File: config.mk
export PLATFORM = sky130hd
export DESIGN_NAME = hazard_controller
export DESIGN_NICKNAME = d
export VERILOG_FILES = /design/src/rtl/hazard_controller.sv
export SDC_FILE = /design/constraint.sdc
export NUM_CORES = 1
export LEC_CHECK = 0
export ABC_CLOCK_PERIOD_IN_PS = 2000
export CORE_AREA = 3 3 40 42
export CTS_BUF_LIST = sky130_fd_sc_hd__clkbuf_8
export DETAILED_ROUTE_END_ITERATION = 6
export DIE_AREA = 0 0 43 45
export HOLD_SLACK_MARGIN = 0.12
export PLACE_DENSITY_LB_ADDON = 0.15
export SLEW_MARGIN = 10
export SYNTH_ARGS = -nofsm -noshare
export SYNTH_HDL_FRONTEND = slang
export SYNTH_SLANG_ARGS = --single-unit
export TNS_END_PERCENT = 100
File: constraint.sdc
create_clock -name clk -period 2 [get_ports clk]
set_input_delay 0.3 -clock clk [delete_from_list [all_inputs] [get_ports clk]]
set_output_delay 0.3 -clock clk [all_outputs]
set_load 0.005 [all_outputs]
File: src/rtl/hazard_controller.sv
// rtl/hazard_controller.sv - ID-stage hazard arbitration with MDU busy tracking
// Optional HAZARD_PERF_EN adds stall/flush/HI-LO commit event counters.
module hazard_controller #(
   parameter int MDU_LAT = 32,
   parameter int CNT_W   = 8
) (
   input  logic clk,
   input  logic reset,
   input  logic stall1,
   input  logic stall2,
   input  logic ID_Redirect,
   input  logic ID_MduOp,
   input  logic ID_HiLoRead,
   input  logic EX_MduOp,
   output logic PC_Write,
   output logic IFID_Write,
   output logic IFID_Flush,
   output logic IDEX_Flush,
   output logic MduBusy,
   output logic HiLoWrite,
   output logic HazardStall
`ifdef HAZARD_PERF_EN
   ,
   output logic [31:0] PerfStallCnt,
   output logic [31:0] PerfFlushCnt,
   output logic [31:0] PerfMduCnt
`endif
);

   typedef enum logic [1:0] {
      IDLE = 2'd0,
      BUSY = 2'd1,
      DONE = 2'd2
   } mdu_state_t;

   localparam bit             LAT_ONE = (MDU_LAT == 1);
   localparam logic [CNT_W-1:0] RELOAD  = LAT_ONE ? '0 : CNT_W'(MDU_LAT - 2);
   localparam logic [CNT_W-1:0] CNT_ONE = CNT_W'(1);

   mdu_state_t       state, state_d;
   logic [CNT_W-1:0] cnt, cnt_d;
   logic             mdu_hazard;

   always_ff @(posedge clk or negedge reset) begin
      if (!reset) begin
         state <= IDLE;
         cnt   <= '0;
      end else begin
         state <= state_d;
         cnt   <= cnt_d;
      end
   end

   // DONE accepts a new issue exactly like IDLE so back-to-back ops lose no cycle.
   always_comb begin
      state_d = state;
      cnt_d   = cnt;
      case (state)
         IDLE, DONE: begin
            if (EX_MduOp) begin
               if (LAT_ONE) begin
                  state_d = DONE;
               end else begin
                  state_d = BUSY;
                  cnt_d   = RELOAD;
               end
            end else begin
               state_d = IDLE;
            end
         end
         BUSY: begin
            if (cnt == '0) state_d = DONE;
            else           cnt_d   = cnt - CNT_ONE;
         end
         default: state_d = IDLE;
      endcase
   end

   assign MduBusy   = (state != IDLE);
   assign HiLoWrite = (state == DONE);

   // DONE still counts as busy: HI/LO is only written at the end of that cycle.
   assign mdu_hazard  = MduBusy & (ID_MduOp | ID_HiLoRead);
   assign HazardStall = stall1 | stall2 | mdu_hazard;

   always_comb begin
      PC_Write   = 1'b1;
      IFID_Write = 1'b1;
      IFID_Flush = 1'b0;
      IDEX_Flush = 1'b0;
      if (HazardStall) begin
         PC_Write   = 1'b0;
         IFID_Write = 1'b0;
         IDEX_Flush = 1'b1;
      end else if (ID_Redirect) begin
         IFID_Flush = 1'b1;
      end
   end

`ifdef HAZARD_PERF_EN
   always_ff @(posedge clk or negedge reset) begin
      if (!reset) begin
         PerfStallCnt <= '0;
         PerfFlushCnt <= '0;
         PerfMduCnt   <= '0;
      end else begin
         if (HazardStall) PerfStallCnt <= PerfStallCnt + 32'd1;
         if (IFID_Flush)  PerfFlushCnt <= PerfFlushCnt + 32'd1;
         if (HiLoWrite)   PerfMduCnt   <= PerfMduCnt + 32'd1;
      end
   end
`endif

endmodule

# == Word-level counts from Yosys, hierarchy flattened ==
# Index checks and enable logic that the tools add are counted.
# totals
regBits,10
latchBits,0
ramBits,0
romBits,0
inputBits,8
output_inout_bits,7
mem_count,0
# op_classes
n_addsub,1
mul,0
div_mod_pow,0
n_lt_le_gt_ge,0
eq_ne,5
shifts,0
n_mux,10
bitwise,4
reduce_logical,6
# op_table
op,n
$mux 8,2
$pmux 8 s2,1
$logic_not 8->1,1
$sub 8x1->8 const B,1
$ne 2x2->1 const B,3
$mux 1,5
$pmux 2 s2,1
$reduce_bool 2->1,2
$or 1x1->1,3
$reduce_and 3->1,1
$eq 2x1->1 const B,1
$eq 2x2->1 const B,1
$logic_not 2->1,1
$mux 2,1
$reduce_or 2->1,1
$and 1x1->1,1

# == Depth between registers and ports, before layout ==
# depth
ltp_word,4
ltp_mapped,5
ltp_nobuf,5

# == Worst setup path before layout ==
# Ideal clock, no wire load.
# synth_path
kind,flip-flop to flip-flop
from,reg cnt[0]
to,reg cnt[5]
t_arrival_ps,1485
t_required_ps,1921
slack_ps,436
path_stages_with_launch,6
path_buffers,0
period_less_slack_ps,1564
path_cell_list,dfrtp_1 inv_1 ha_1 or4b_4 o2111ai_2 mux2i_1
# synth_via
elab_chain_cells,3
elab_cells_between_ends,6
classes_between,add/sub (1); eq/ne (1); mux (2); reduce/logical (2)
# synth_rtl
element,line,source
from (decl),41,"logic [CNT_W-1:0] cnt, cnt_d;"
from (signal assigned),50,cnt <= cnt_d;
$sub 8x1->8 / $logic_not 8->1 (equally long branches),"73, 72",
$mux 8 / $ne 2x2->1 (equally long branches),n/a,
$pmux 8 s2 / $reduce_and 3->1 (equally long branches),n/a,
# Parallel ways exist; a longest one is shown, timed or not. The select of a mux whose other input is x is not followed.
# A chain may end at the register's enable or synchronous reset.

# == Final worst setup path ==
# layout_path
from,reg state[0]
to,out IFID_Write
# layout_via
elab_chain_cells,4
# layout_rtl
element,line,source
from (decl),40,"mdu_state_t state, state_d;"
from (signal assigned),49,state <= state_d;
$reduce_bool 2->1,79,assign MduBusy = (state != IDLE);
$and 1x1->1,83,assign mdu_hazard = MduBusy & (ID_MduOp | ID_HiLoRead);
$or 1x1->1,84,assign HazardStall = stall1 | stall2 | mdu_hazard;
$mux 1,91,if (HazardStall) begin
to (decl),16,"output logic IFID_Write,"
# No other way between the ends.

==> run summary <==
top cell types by occurrence after synthesis: 10 x dfrtp_1, 6 x mux2i_1, 6 x nand2_1, 5 x inv_1
Rows: 13
Crit path max-delay family: buffers and inverters
worst setup margin: 0.1242 ns
Syn Inst Count: 62
Setup violations, final: 0
global-route wire length before repair: 2.056 mm
Final Routed Wirelength: 1.213 mm
maximum vdd drop: 0.0004496 V
routability congestion estimate: 0.7685
Post-synth ARST share: 100.0%
Crit Path Class: reg -> out
top post-synthesis cells by area: dfrtp_1 42%, mux2i_1 10%, nand2b_1 4.2%
initial antenna violation count: 0
Synth area leader: dfrtp_1
Combinational Power Share: 7.4%
H-tree levels: 1
setup slack, reg-to-reg: 0.32 ns
Synth top area share: 41.58%
number of diodes: 0
total core area: 0.001285 mm²
max_cap viols: 0
Clock power frac: 45.9%
Layout Nets: 87
flops & latches, synth: 10
normalized max-slew margin: 68.85%
Seq/Total Area, Yosys: 41.58%
EDFF count, synth: 0
slowest stage delay, CP: 0.51 ns
status: complete, no violations
Tightest Pin Transition: 0.4658 ns
cell area after synthesis: 601.8 µm²
Slew Limit Fails: 0
clk sink count: 10
yosys warns: 0
Final Non-Filler Cells: 91
DP Wirelength: 902.6 µm
r2r startpoint: cnt[0]
sw frac: 19.69%
RR Endpoint: cnt[2]
initial DRC count: 11
Avg Cell Area, Syn: 9.707 µm²
CP max-delay cell: clkdlybuf4s50_1
Worst Hold Class: in -> async
P per Cell Area: 567.0 mW/mm²
Min Hold Slack: 0.3907 ns
DRC: 0
clk slew on worst S/H paths: 0.05 ns
Hold Vio Cnt, Final: 0
routed vias/inst: 5.352
root buf cell: clkbuf_8
R2R depth: 5
setup TNS: 0 ns
TritonRoute pass-1 iters: 4
Port Buf Inserts: 14
via count of the routed design: 487
share of post-route cells with drive strength above 1: 11.84%
TritonCTS buffer count: 3
Hold Buf Count CTS: 0
Die Wd: 43 µm
Mapped Nets: 71
DIE HEIGHT: 45 µm
gr usage total: 14.67%
synthesis-to-finish area growth: 30.15%
startpoint types: flip-flop
Worst Path Arrival: 1.58 ns
IO Pins: 15
Routed WL per cell: 13.33 µm
Max Buffers Root-to-Sink: 2
final worst-path cycle share: 93.79%
postcts setup bufs: 0
switching power total: 0.00008743 W
Flop pwr share: 46.7%
Pint: 0.0003567 W
antenna-violating nets left: 0
vias in the first global route: 428
Max FO, Critical Path: 7
total gr overflow: 0
Main synth FF type: dfrtp_1
count of cell types in the netlist: 28
CTS tree: yes
largest net degree at the start of global routing: 11
DIE AREA: 0.001935 mm²
CP Data Required Time: 1.70 ns
Setup WS pre-CTS: 0.1263 ns
critical-path cell list: o22ai_1, nand2_1, inv_1, clkdlybuf4s50_1
min Tclk post-route: 1.876 ns
leak pwr: 0.3380 nW
met1 GRT Util: 20.50%
met3 global-route usage: 5.976%
PostCTS Resize Cnt: 0
Buf+Inv Stages, Crit Path: 2
final setup skew: 0.002064 ns
placed cell count: 88
met2 GRT Util: 19.46%
clk_lat worst skew: 0.23 ns
top-count cell post-synth: dfrtp_1
fmax: 0.5331 GHz
RSZ-0062 raised after global routing: no
Starting Density: 46.84%
Crit. End Element: primary output
most used routing layer: met1
==> state kept, by name, indices dropped and copies added, names as in the netlist <==
register,cells
cnt,8
state,2
==> routing by layer <==
layer  vias up  part of all wire [%]
met4         0                  0.91
met1       219                    47
li1        245                     -
met2        21                    42
met3         2                   9.4
met5         -                     0
==> worst register-to-register path: stages, from the launching register on <==
cell      delay, ns
dfrtp_1        0.41
inv_1          0.07
ha_1           0.17
or4b_4         0.52
o21ai_4        0.21
o311ai_0       0.14
==> placed cells by master, fill, tap and decap left out, types with 2 or more instances in the layout <==
| cell type | n |
|---|---|
| nor3_1 | 3 |
| nand2_1 | 6 |
| nand2b_1 | 4 |
| clkdlybuf4s50_1 | 14 |
| nor2b_1 | 2 |
| nor2_1 | 4 |
| dfrtp_1 | 10 |
| inv_1 | 5 |
| clkbuf_8 | 3 |
| mux2i_1 | 6 |
| nand3_1 | 2 |
==> worst max path at each step <==
stage / depth (start not counted) / from / endpoint / slack (ns)
2_1_floorplan: 5 / cnt[0] / cnt[5] / 0.44
3_3_place_gp: 4 / ID_HiLoRead / IFID_Flush / 0.18
3_5_place_dp: 5 / ID_HiLoRead / IFID_Write / 0.13
4_1_cts: 4 / state[0] / IFID_Write / 0.11
5_1_grt: 4 / state[0] / IFID_Write / 0.02
6_report: 4 / state[0] / IFID_Write / 0.12
==> cells by family after synthesis <==
logic type               count (synthesis)  share of synthesized area (%)
AO/OA/AOI/OAI                            8                          13.31
flip-flops                              10                          41.58
multiplexers                             6                          9.980
adder cells (fa/ha/maj)                  1                          2.079
AND/OR/NAND/NOR                         29                          26.82
buffers and inverters                    8                          6.236
==> power by group through the flow <==
stage	sequential, W	combinational (W)	clock (W)
floorplan	0.000210	0.0000112	0
global placement	0.000210	0.0000327	0
detailed placement	0.000210	0.0000333	0
CTS	0.000207	0.0000336	0.000207
global route	0.000207	0.0000360	0.000223
finish	0.000207	0.0000330	0.000204
==> cell type report <==
cell class | count | area (µm²)
Clock buffer | 3 | 41.29
Fill cell | 108 | 501.7
Inverter | 5 | 18.77
Multi-Input combinational cell | 44 | 314.1
Sequential cell | 10 | 250.2
Tap cell | 15 | 18.77
Timing Repair Buffer | 14 | 140.1
==> per-stage QoR <==
stage	utilization, %	instance area, µm²	power (W)
6_report	60.95	783.3	0.0004441
5_1_grt	60.95	783.3	0.0004658
4_1_cts	60.95	783.3	0.0004482
3_5_place_dp	57.74	742.0	0.0002435
3_3_place_gp	57.74	742.0	0.0002428
2_1_floorplan	-	601.8	0.0002208
No activity file was read; power rests on OpenSTA's default activity.
